===== src/rtl/dft_scan_unload_pkg.sv =====
// Shared types and constants for the DFT scan-chain unload block.
// Pulls parallel scan chains into 32-bit words and writes them to per-chain register files.
package dft_scan_unload_pkg;

  localparam int unsigned WORD_W     = 32;
  localparam int unsigned RF_DEPTH   = 64;
  localparam int unsigned MAX_SC_NBR = 16;
  localparam int unsigned MAX_SC_LEN = WORD_W * RF_DEPTH;

  typedef enum logic [2:0] {
    ST_IDLE    = 3'd0,
    ST_CAPTURE = 3'd1,
    ST_SHIFT   = 3'd2,
    ST_WRITE   = 3'd3,
    ST_DONE    = 3'd4
  } state_e;

  // Number of packed words that one chain produces.
  function automatic int unsigned words_per_chain(input int unsigned sc_len);
    return sc_len / WORD_W;
  endfunction

endpackage


===== src/rtl/dft_scan_unload_if.sv =====
// Register-file write bus that carries the unloaded chain words.
// It has one data slice, one address slice and one write enable per scan chain.
interface dft_scan_unload_if
  import dft_scan_unload_pkg::*;
#(
  parameter int unsigned P_SC_NBR = MAX_SC_NBR
);

  logic [WORD_W*P_SC_NBR-1:0] dft_output_data;
  logic [WORD_W*P_SC_NBR-1:0] dft_output_data_wraddr;
  logic [P_SC_NBR-1:0]        dft_wen;

  modport master (
    output dft_output_data,
    output dft_output_data_wraddr,
    output dft_wen
  );

  modport slave (
    input dft_output_data,
    input dft_output_data_wraddr,
    input dft_wen
  );

endinterface


===== src/rtl/dft_scan_unload_scan_word_packer.sv =====
// Serial-in packer for one scan chain. Bits shift in at the MSB, so the first bit out of the chain becomes word bit 0.
// The next-state word is exported so that the parent can register a complete word on the final shift.
module scan_word_packer
  import dft_scan_unload_pkg::*;
(
  input  logic              clk,
  input  logic              rst_n,
  input  logic              shift_en,
  input  logic              sin,
  output logic [WORD_W-1:0] word_next
);

  logic [WORD_W-1:0] word_q;
  logic [WORD_W-1:0] word_d;

  always_comb begin
    word_next = {sin, word_q[WORD_W-1:1]};
    word_d    = shift_en ? word_next : word_q;
  end

  always_ff @(posedge clk or negedge rst_n) begin
    if (!rst_n) begin
      word_q <= '0;
    end else begin
      word_q <= word_d;
    end
  end

endmodule


===== src/rtl/dft_scan_unload.sv =====
// DFT scan unload: performs one capture cycle and then unloads every chain in 32-bit words.
// It issues one register-file write per word on all chains in parallel.
module dft_scan_unload
  import dft_scan_unload_pkg::*;
#(
  parameter int unsigned P_SC_NBR   = MAX_SC_NBR,
  parameter int unsigned P_SC_LEN   = MAX_SC_LEN,
  parameter int unsigned P_RF_DEPTH = RF_DEPTH
) (
  input  logic                clk,
  input  logic                reset,
  input  logic                start,
  input  logic                abort,
  input  logic [P_SC_NBR-1:0] scan_out,
  output logic                scan_en,
  output logic                capture,
  output logic                busy,
  output logic                done,
  dft_scan_unload_if.master   wr_bus
);

  localparam int unsigned WORDS     = words_per_chain(P_SC_LEN);
  localparam logic [5:0]  LAST_WORD = 6'(WORDS - 1);
  localparam int unsigned BUS_W     = WORD_W * P_SC_NBR;

  state_e state_q, state_d;
  logic [4:0] bit_cnt_q, bit_cnt_d;
  logic [5:0] word_cnt_q, word_cnt_d;

  logic                scan_en_q, scan_en_d;
  logic                capture_q, capture_d;
  logic                busy_q, busy_d;
  logic                done_q, done_d;
  logic [P_SC_NBR-1:0] wen_q, wen_d;
  logic [BUS_W-1:0]    data_q, data_d;
  logic [BUS_W-1:0]    wraddr_q, wraddr_d;

  logic [WORD_W-1:0]   word_next [P_SC_NBR];

  // Each packer shifts exactly when the registered scan_en is high, which keeps it in step with the chains.
  for (genvar i = 0; i < P_SC_NBR; i++) begin : g_chain
    scan_word_packer u_packer (
      .clk       (clk),
      .rst_n     (reset),
      .shift_en  (scan_en_q),
      .sin       (scan_out[i]),
      .word_next (word_next[i])
    );
  end

  always_comb begin : fsm_next
    state_d    = state_q;
    bit_cnt_d  = bit_cnt_q;
    word_cnt_d = word_cnt_q;
    if (abort) begin
      state_d    = ST_IDLE;
      bit_cnt_d  = '0;
      word_cnt_d = '0;
    end else begin
      unique case (state_q)
        ST_IDLE:    if (start) state_d = ST_CAPTURE;
        ST_CAPTURE: state_d = ST_SHIFT;
        ST_SHIFT: begin
          bit_cnt_d = bit_cnt_q + 5'd1;
          if (bit_cnt_q == 5'd31) state_d = ST_WRITE;
        end
        ST_WRITE: begin
          if (word_cnt_q == LAST_WORD) begin
            state_d    = ST_DONE;
            word_cnt_d = '0;
          end else begin
            state_d    = ST_SHIFT;
            word_cnt_d = word_cnt_q + 6'd1;
          end
        end
        ST_DONE:    state_d = ST_IDLE;
        default:    state_d = ST_IDLE;
      endcase
    end
  end

  // Outputs are decoded from the next state. This registers them so that they line up with state_q.
  // The data register loads the word that the final shift completes.
  always_comb begin : out_next
    scan_en_d = (state_d == ST_SHIFT);
    capture_d = (state_d == ST_CAPTURE);
    busy_d    = (state_d != ST_IDLE);
    done_d    = (state_d == ST_DONE);
    wen_d     = {P_SC_NBR{state_d == ST_WRITE}};
    data_d    = data_q;
    wraddr_d  = wraddr_q;
    if (state_d == ST_WRITE) begin
      for (int unsigned i = 0; i < P_SC_NBR; i++) begin
        data_d[WORD_W*i +: WORD_W]   = word_next[i];
        wraddr_d[WORD_W*i +: WORD_W] = 32'(P_RF_DEPTH * i) + 32'(word_cnt_q);
      end
    end
  end

  always_ff @(posedge clk or negedge reset) begin
    if (!reset) begin
      state_q    <= ST_IDLE;
      bit_cnt_q  <= '0;
      word_cnt_q <= '0;
      scan_en_q  <= 1'b0;
      capture_q  <= 1'b0;
      busy_q     <= 1'b0;
      done_q     <= 1'b0;
      wen_q      <= '0;
      data_q     <= '0;
      wraddr_q   <= '0;
    end else begin
      state_q    <= state_d;
      bit_cnt_q  <= bit_cnt_d;
      word_cnt_q <= word_cnt_d;
      scan_en_q  <= scan_en_d;
      capture_q  <= capture_d;
      busy_q     <= busy_d;
      done_q     <= done_d;
      wen_q      <= wen_d;
      data_q     <= data_d;
      wraddr_q   <= wraddr_d;
    end
  end

  assign scan_en                       = scan_en_q;
  assign capture                       = capture_q;
  assign busy                          = busy_q;
  assign done                          = done_q;
  assign wr_bus.dft_wen                = wen_q;
  assign wr_bus.dft_output_data        = data_q;
  assign wr_bus.dft_output_data_wraddr = wraddr_q;

endmodule

===== src/flat_wrapper.sv =====
// flat-port wrapper written by rule: the top's interface ports become plain ports
module dft_scan_unload_flat import dft_scan_unload_pkg::*;
#(
  parameter int unsigned P_SC_NBR   = MAX_SC_NBR,
  parameter int unsigned P_SC_LEN   = MAX_SC_LEN,
  parameter int unsigned P_RF_DEPTH = RF_DEPTH
)
  (clk, reset, start, abort, scan_out, scan_en, capture, busy, done, wr_bus_dft_output_data, wr_bus_dft_output_data_wraddr, wr_bus_dft_wen);
  dft_scan_unload_if #(.P_SC_NBR(P_SC_NBR)) wr_bus_i ();
  input  logic clk;
  input  logic reset;
  input  logic start;
  input  logic abort;
  input  logic [P_SC_NBR-1:0] scan_out;
  output logic scan_en;
  output logic capture;
  output logic busy;
  output logic done;
  output wire logic [$bits(wr_bus_i.dft_output_data)-1:0] wr_bus_dft_output_data;
  output wire logic [$bits(wr_bus_i.dft_output_data_wraddr)-1:0] wr_bus_dft_output_data_wraddr;
  output wire logic [$bits(wr_bus_i.dft_wen)-1:0] wr_bus_dft_wen;
  assign wr_bus_dft_output_data = wr_bus_i.dft_output_data;
  assign wr_bus_dft_output_data_wraddr = wr_bus_i.dft_output_data_wraddr;
  assign wr_bus_dft_wen = wr_bus_i.dft_wen;
  dft_scan_unload #(.P_SC_NBR(P_SC_NBR), .P_SC_LEN(P_SC_LEN), .P_RF_DEPTH(P_RF_DEPTH)) u_core (.clk(clk), .reset(reset), .start(start), .abort(abort), .scan_out(scan_out), .scan_en(scan_en), .capture(capture), .busy(busy), .done(done), .wr_bus(wr_bus_i));
endmodule

===== config.mk =====
export PLATFORM = sky130hd
export DESIGN_NAME = dft_scan_unload_flat
export DESIGN_NICKNAME = d
export VERILOG_FILES = /design/src/rtl/dft_scan_unload_pkg.sv /design/src/rtl/dft_scan_unload_if.sv /design/src/rtl/dft_scan_unload_scan_word_packer.sv /design/src/rtl/dft_scan_unload.sv /design/src/flat_wrapper.sv
export SDC_FILE = /design/constraint.sdc
export NUM_CORES = 1
export LEC_CHECK = 0
export CORE_AREA = 3 3 409 411
export CTS_CLUSTER_SIZE = 10
export DETAILED_ROUTE_END_ITERATION = 8
export DIE_AREA = 0 0 412 414
export RECOVER_POWER = 50
export SYNTH_ARGS = -nofsm -noshare
export SYNTH_HDL_FRONTEND = slang
export SYNTH_HIERARCHICAL = 1
export SYNTH_SLANG_ARGS = --single-unit

===== constraint.sdc =====
create_clock -name clk -period 3.6 [get_ports clk]
set_clock_uncertainty 0.2 [all_clocks]
set_input_delay 1.08 -clock clk [delete_from_list [all_inputs] [get_ports clk]]
set_output_delay 1.08 -clock clk [all_outputs]
set_load 0.03 [all_outputs]

### Word level (Yosys, flattened, before mapping)

Cells that the tools add are included.

* add/subtract/negate cells: 17
* equal/unequal tests: 9
* muxes and demuxes: 10
* reductions and logical operators: 4

Operators with widths (number)
* adder 10 x 6 -> 11 bit, first input constant: 8
* adder 9 x 6 -> 10 bit, first input constant: 4
* adder 8 x 6 -> 9 bit, first input constant: 2
* 2-to-1 mux 6 bit: 3
* equality test 3 x 2 -> 1 bit, second input constant: 4
* 2-to-1 mux 3 bit: 4
* one-hot mux 3 bit (4 select lines): 1
* 2-to-1 mux 5 bit: 2
* adder 7 x 6 -> 8 bit, first input constant: 1
* adder 6 x 1 -> 6 bit, second input constant: 1
* equality test 3 x 1 -> 1 bit, second input constant: 2
* equality test 6 bit, second input constant: 1
* adder 5 x 1 -> 5 bit, second input constant: 1
* equality test 5 bit, second input constant: 1
* nonzero test 2 bit: 2
* equality test 3 bit, second input constant: 1
* logical NOT 3 bit: 1
* nonzero test 3 bit: 1

* register bits after elaboration: 1508
* input port bits: 20
* output and inout bits: 1044
* logic and storage cells: 66

### Depth between registers and ports, before layout

Gate-level depths: netlist of run 1.

* depth in word-level cells: 5
* depth in mapped cells: 7
* gate-level depth less buffers: 5

### Cells and area by module

Netlist of run 1, hierarchy kept.

Modules (own cells, without submodules)
* dft_scan_unload: instances 1, cells an instance 1704, area each 24130.6 um^2, sequential area each 13462.9 um^2
* scan_word_packer: instances 16, cells an instance 66, area each 1166.1 um^2, sequential area each 775.7 um^2

### Worst setup path before layout of run 1

Ideal clock, no wire load.

* path kind: register to output
* start point: reg u_core.scan_en_q (netlist: u_core/scan_en)
* end point: out scan_en
* arrival: 2.175 ns
* data required time: 2.320 ns
* slack: 0.145 ns
* cell stages (with the launch flop): 1
* buffers on the path: 0
* cell sequence: dfrtp_1

RTL lines
* start, declared: RTL line dft_scan_unload.sv:30 `logic scan_en_q, scan_en_d;`
* start signal, assigned: RTL line dft_scan_unload.sv:116 `scan_en_q <= scan_en_d;`
* end, declared: RTL line flat_wrapper.sv:15 `output logic scan_en;`

No word-level cell between the ends.

==> results by group, run 1 <==
Run status
  • Run status: finished with violations
  • Violated checks: max-capacitance violations, max-slew violations

Worst hold path
  • Hold path startpoint: u_core/g_chain[12].u_packer/word_q[30]
  • Hold worst-path end: u_core/wr_bus.dft_output_data[413]
  • Cells on Worst Hold Path: 1
  • Hold WC Path Type: register to register

Flow run
  • Max_cap viols: 5

Clocking
  • CTS Sinks: 1,034
  • Clock buffer depth: 3
  • CTS Hold Bufs: 0
  • Cts bufs inserted: 117
  • CTS root buf: clkbuf_16
  • H-tree levels: 3
  • Post-CTS Setup Inserts: 0
  • Clock Latency Late Sink: 0.72 ns
  • CTS tree: built
  • Clock transition at path regs: 0.06 ns

Synthesis
  • Yosys reg bits: 1,034
  • Library cells used by synthesis: 41
  • Synthesized area: 42,800 sq um
  • Synth cell count leaders: dfrtp_1 (1,034), mux2_2 (960), buf_4 (539)
  • Syn_area_per_cell: 15.5 sq um
  • Top cells by area in the synthesized netlist: dfrtp_1 (60%), mux2_2 (25%), buf_4 (9.5%), buf_6 (2.1%), mux2_1 (1.4%)
  • Fraction of registers with async set/reset: 100%
  • YS warnings: 6
  • Post-synth EDFFs: 0
  • Syn Inst Count: 2,760
  • Most used DFF post-synth: dfrtp_1
  • Register area share after synthesis: 60.5%
  • Synth area leader: dfrtp_1
  • Top-count cell post-synth: dfrtp_1
  • Share of the synthesized area in the top cell type: 60.5%

Layout
  • NumNets Final: 3,418
  • Finished Cell Area: 52,900 sq um
  • FILL cells: 16,267
  • Area of the multi-input gates: 13,300 sq um
  • Share of cells above drive strength 1: 34.2%
  • Sequential Area: 25,900 sq um
  • Area grow syn2layout: 23.6%

Timing
  • RSZ-0062 raised after global routing: no
  • Setup TNS: 0 ns
  • Slew headroom: -40.2%
  • Actual slew at the worst max-slew pin: 2.10 ns
  • Crit path time final: 3.42 ns
  • Hold Violations, Final: 0
  • Final setup vio count: 0
  • Tcrit/Tclk final: 95.0%
  • Slew Limit Fails: 289
  • Max Fclk: 0.292 GHz

Global routing
  • First-pass GRT wire length: 148,000 um
  • Global route total overflow: 0
  • GRT Overall Usage: 11.1%
  • Initial antenna violation count: 2
  • Number of global-route vias before repair: 23,182
  • Largest net degree at the start of global routing: 115

Power
  • Max VDD drop: 396 uV
  • Lkg Pwr: 0.0256 uW
  • Power Density: 492 nW/um^2

Worst setup path
  • CP required: 2.32 ns
  • RR Endpoint: u_core/g_chain[3].u_packer/word_q[19]
  • FF-to-FF setup slack: 0.31 ns
  • Worst R2R Path Depth: 3
  • Worst stage delay on the critical path: 0.69 ns
  • Type of origin of the critical path: register
  • R2R Path Start: u_core/scan_en
  • Crit. End Element: output port
  • Worst Path Arrival: 2.14 ns
  • CP Class: register to output port
  • Crit-path cells: buf_4 -> clkdlybuf4s50_1
  • Slowest CP cell: clkdlybuf4s50_1
  • Worst Path Max Fanout: 9

Routing
  • Initial DRT Pass Iterations: 4
  • WL/cell: 17.3 um
  • Via count: 22,145
  • Drt total wl: 97,000 um
  • Antenna-violating nets left: 0
  • Via-to-Cell Ratio: 3.94
  • Residual DRC: 0
  • 1st-iter DRT viols: 756

Floorplan
  • Ports: 1,064
  • Die W: 412 um
  • Core area: 164,000 sq um
  • Chip height: 414 um
  • Initial Utilization: 26.0%
  • Die ar.: 171,000 sq um
  • # rows: 149

Place
  • IO Port Bufs: 679
  • Dpl hpwl: 69,400 um
  • GPL Wtd Cong: 0.745
  • Placed Area: 49,800 sq um
-- layout make-up --
| class | count | share of cell area (%) |
|---|---|---|
| Timing Repair Buffer | 778 | 14.5 |
| Multi-Input combinational cell | 1462 | 25.1 |
| Tap cell | 2189 | 5.18 |
| Clock buffer | 135 | 5.84 |
| Clock inverter | 11 | 0.457 |
| Sequential cell | 1034 | 48.9 |
| Inverter | 2 | 0.0142 |
| Antenna cell | 3 | 0.0142 |
-- cell families (layout without fill, tap and decap cells) --
| family | count (synthesis) | count (layout) | share of synthesized area (%) |
|---|---|---|---|
| flops | 1034 | 1034 | 60.5 |
| fa+ha+maj | 3 | 3 | 0.0877 |
| simple gates | 40 | 40 | 0.547 |
| xor+xnor | 3 | 3 | 0.0614 |
| mux | 1016 | 1016 | 26.7 |
| buf+inv | 647 | 926 | 11.8 |
| other cells | 1 | 387 | 0.00876 |
| compound gates | 16 | 16 | 0.249 |
-- timing repair --
action,CTS,global route
pin swaps,0,0
setup endpoints to repair,26,2
gates resized for setup,3,2
-- worst max path at each step --
stage	startpoint	endpoint
global placement	abort	u_core/wr_bus.dft_output_data[94]
floorplan	u_core/scan_en	scan_en
finish	u_core/wr_bus.dft_output_data_wraddr[480]	wr_bus_dft_output_data_wraddr[320]
global route	u_core/wr_bus.dft_output_data_wraddr[480]	wr_bus_dft_output_data_wraddr[160]
detailed placement	abort	u_core/wr_bus.dft_output_data[91]
CTS	u_core/wr_bus.dft_output_data_wraddr[480]	wr_bus_dft_output_data_wraddr[320]
-- power by group --
part           switching [uW]  internal, uW
sequential                791         12500
combinational            1160           873
clock                    4560          6120
-- placed cells by master (no fill, tap or decap), types with 7 or more instances in the layout --
cell type | netlist | final
buf_12 | 0 | 20
buf_4 | 539 | 27
clkbuf_1 | 4 | 42
clkbuf_16 | 0 | 118
clkbuf_2 | 0 | 14
clkbuf_8 | 0 | 7
clkdlybuf4s50_1 | 0 | 674
conb_1 | 1 | 384
dfrtp_1 | 1034 | 1030
mux2_1 | 54 | 56
mux2_2 | 960 | 958
nand2_1 | 8 | 8
nor2_1 | 7 | 8
-- worst max-delay path, delay by kind of cell (launching register included) --
family | cells | cell delay (ns)
flip-flops | 1 | 0.50
buffers and inverters | 2 | 0.91
-- per-stage QoR --
stage / power, uW / setup WS, ns / std cells / utilization [%] / hold WS [ns]
2_1_floorplan: 15100 / 0.145 / 3143 / - / 0.254
3_3_place_gp: 15600 / 0.333 / 5465 / 30.3 / 0.267
3_5_place_dp: 15600 / 0.336 / 5465 / 30.3 / 0.281
4_1_cts: 26600 / 0.0178 / 5611 / 32.3 / 0.140
5_1_grt: 27300 / 0.00508 / 5611 / 32.2 / 0.301
6_report: 26000 / 0.178 / 5614 / 32.2 / 0.272
-- metal layers --
metal  vias to the layer above  GRT usage, %  routed length, um
met2                       657          19.1              49600
met1                     11518          13.2              38300
met5                         -             0                  0
li1                       9837             -                  -
met4                         0          3.22               1980
met3                       133          3.55               7110
-- registers in the layout, summed over array words and instances, names as in the netlist --
name	cells
u_core/wr_bus.dft_output_data	512
u_core/g_chain.u_packer/word_q	496
u_core/wr_bus.dft_output_data_wraddr	7
u_core/word_cnt_q	6
u_core/bit_cnt_q	5
u_core/state_q	3
u_core/busy	1
u_core/capture	1
u_core/done	1
u_core/scan_en	1
u_core/wr_bus.dft_wen	1
Note: power is estimated with default switching activity, not from simulation.
==> run 2, diff against run 1 <==
--- a/config.mk
+++ b/config.mk
@@ -6,10 +6,10 @@
 export NUM_CORES = 1
 export LEC_CHECK = 0
 export CORE_AREA = 3 3 409 411
-export CTS_CLUSTER_SIZE = 10
 export DETAILED_ROUTE_END_ITERATION = 8
 export DIE_AREA = 0 0 412 414
 export RECOVER_POWER = 50
+export SKIP_LAST_GASP = 1
 export SYNTH_ARGS = -nofsm -noshare
 export SYNTH_HDL_FRONTEND = slang
 export SYNTH_HIERARCHICAL = 1
==> constraint.sdc (replaced) <==
create_clock -name clk -period 3.9 [get_ports clk]
set_clock_uncertainty 0.2 [all_clocks]
set_input_delay 1.17 -clock clk [delete_from_list [all_inputs] [get_ports clk]]
set_output_delay 1.17 -clock clk [all_outputs]
set_load 0.03 [all_outputs]
==> results by group, run 2 (synthesized netlist as in run 1, its figures left out) <==
Place
  • Dpl hpwl: 69,000 um
  • Dpl cells: 5,457
  • IO Port Bufs: 679
  • GPL Wtd Cong: 0.745

Run status
  • Run status: finished with violations
  • Violated checks: max-capacitance violations, max-slew violations

Floorplan
  • Die ar.: 171,000 sq um
  • Chip height: 414 um
  • Die W: 412 um
  • # rows: 149
  • Initial Utilization: 26.0%
  • Ports: 1,064
  • Core area: 164,000 sq um

Worst setup path
  • Worst stage delay on the critical path: 0.94 ns
  • Crit. End Element: register
  • CP required: 4.30 ns
  • Buf/Inv on CP: 3
  • Worst Path Arrival: 4.15 ns
  • Slowest CP cell: clkbuf_2
  • Worst Path Max Fanout: 37
  • CP Class: input port to register
  • Type of origin of the critical path: input port
  • Crit-path cells: dlygate4sd3_1 -> nor2_1 -> nand3_4 -> clkbuf_2 -> clkbuf_4 -> mux2_2
  • CP top delay family: buffers and inverters

Power
  • Int Pwr: 18,600 uW
  • Clock power share: 42.8%
  • Net Sw Power: 6130 uW
  • Max VDD drop: 366 uV
  • Sw Ratio: 24.8%
  • Reg power frac: 49.6%
  • Power Density: 465 nW/um^2
  • Pwr Total: 24,700 uW
  • Lkg Pwr: 0.0258 uW
  • Logic gate share of total power: 7.6%

Layout
  • Share of cells above drive strength 1: 34.7%
  • Sequential Area: 25,900 sq um
  • Area of the multi-input gates: 13,300 sq um
  • Commonest non-fill, non-tap cell in the layout: dfrtp_1
  • Max reg flops: 512
  • Fin cells: 5,660
  • NumNets Final: 3,402
  • FILL cells: 16,218
  • Area grow syn2layout: 24.3%
  • Most frequent cells in the layout: dfrtp_1 (1,032), mux2_2 (960), clkdlybuf4s50_1 (677)

Clocking
  • Clock Latency Late Sink: 0.72 ns
  • Clock transition at path regs: 0.06 ns
  • H-tree levels: 3
  • CTS tree: built
  • CTS Sinks: 1,034
  • Cts bufs inserted: 109
  • CTS root buf: clkbuf_16
  • Clock buffer depth: 3

Routing
  • WL/cell: 17.2 um
  • 1st-iter DRT viols: 836
  • Initial DRT Pass Iterations: 4
  • Via count: 22,260
  • Drt total wl: 97,100 um
  • Via-to-Cell Ratio: 3.93
  • Antenna-violating nets left: 0
  • Residual DRC: 0

Global routing
  • Number of global-route vias before repair: 22,804
  • Largest net degree at the start of global routing: 151
  • Initial antenna violation count: 0
  • GRT Overall Usage: 11.1%
  • Global route total overflow: 0
  • First-pass GRT wire length: 147,000 um

Timing
  • Hold Violations, Final: 0
  • Actual slew at the worst max-slew pin: 2.54 ns
  • Crit path time final: 3.75 ns
  • RSZ-0062 raised after global routing: no
  • Final setup vio count: 0
  • Slew headroom: -69.3%
  • Slew Limit Fails: 54
  • Tcrit/Tclk final: 96.2%
  • Max Fclk: 0.267 GHz
  • Setup TNS: 0 ns

Worst hold path
  • Hold WC Path Type: register to register

Flow run
  • Max_cap viols: 1
run 2: cell types whose count changed in the layout (fill, tap and decap cells not counted), sizes merged, moves of 2 or more:
cell           change
clkbuf            +43
dlymetal6s2s       -2
clkdlybuf4s50      +3
clkinv            +16
inv                +3
buf               -18
bufinv             +3
run 2: worst paths after layout:
path	start	end	slack, ns	depth (start not counted)
hold / removal	u_core/g_chain[5].u_packer/word_q[28]	u_core/wr_bus.dft_output_data[187]	0.27	1
hold reg to reg	u_core/g_chain[5].u_packer/word_q[28]	u_core/wr_bus.dft_output_data[187]	0.27	1
setup reg to reg	u_core/bit_cnt_q[0]	u_core/wr_bus.dft_output_data[276]	0.34	7
min in group asynchronous	reset	u_core/wr_bus.dft_output_data[47]	0.94	1
max in group asynchronous	reset	u_core/wr_bus.dft_output_data[154]	0.35	3
setup / recovery	abort	u_core/wr_bus.dft_output_data[276]	0.15	6
run 2: layout make-up:
class | instances | share of cell area [%]
clock buffer | 169 | 6.29
tap | 2189 | 5.15
sequential | 1034 | 48.7
clock inverter | 32 | 0.814
inverter | 2 | 0.0141
multi-input combinational | 1462 | 25.0
timing repair buffer | 770 | 14.1
antenna | 2 | 0.00941
run 2: metrics by stage:
stage | cell area (sq um) | utilization (%) | hold WS [ns] | worst slack (ns)
2_1_floorplan | 44200 | - | 0.254 | 0.355
3_3_place_gp | 49700 | 30.2 | 0.275 | 0.561
3_5_place_dp | 49700 | 30.2 | 0.274 | 0.550
4_1_cts | 53500 | 32.5 | 0.257 | 0.0497
5_1_grt | 53200 | 32.3 | 0.291 | 0.0280
6_report | 53200 | 32.3 | 0.265 | 0.150
run 2: timing repair:
action                                  CTS  global route
endpoints found under the setup margin   11             0
setup buffers                             0             0
gates resized for setup                   2             0
hold buffers                              0             0
run 2: per-layer routing:
metal,track usage [%],vias to the layer above,wire [um],share of wire (%)
li1,-,9870,-,-
met1,13.5,11605,39000,40
met2,18.8,658,49100,51
met3,3.11,127,6570,6.8
met4,3.77,0,2420,2.5
met5,0,-,0,0
run 2: worst reg2reg max path, cell delays in order (launching register included):
cell and delay [ns]:
dfrtp_1 0.40, ha_1 0.22, and3_1 0.18, ha_1 0.23, nand3_4 0.08, clkbuf_2 0.94
clkbuf_4 0.77, mux2_2 0.43
run 2: power groups by stage:
stage                     Clock, uW  Sequential, uW  Combinational, uW
final                         10600           12300               1880
after global routing          11500           12400               2060
after CTS                     11000           12300               1930
after detailed placement          0           12500               1920
after global placement            0           12500               1880
after floorplan                   0           12100               1840
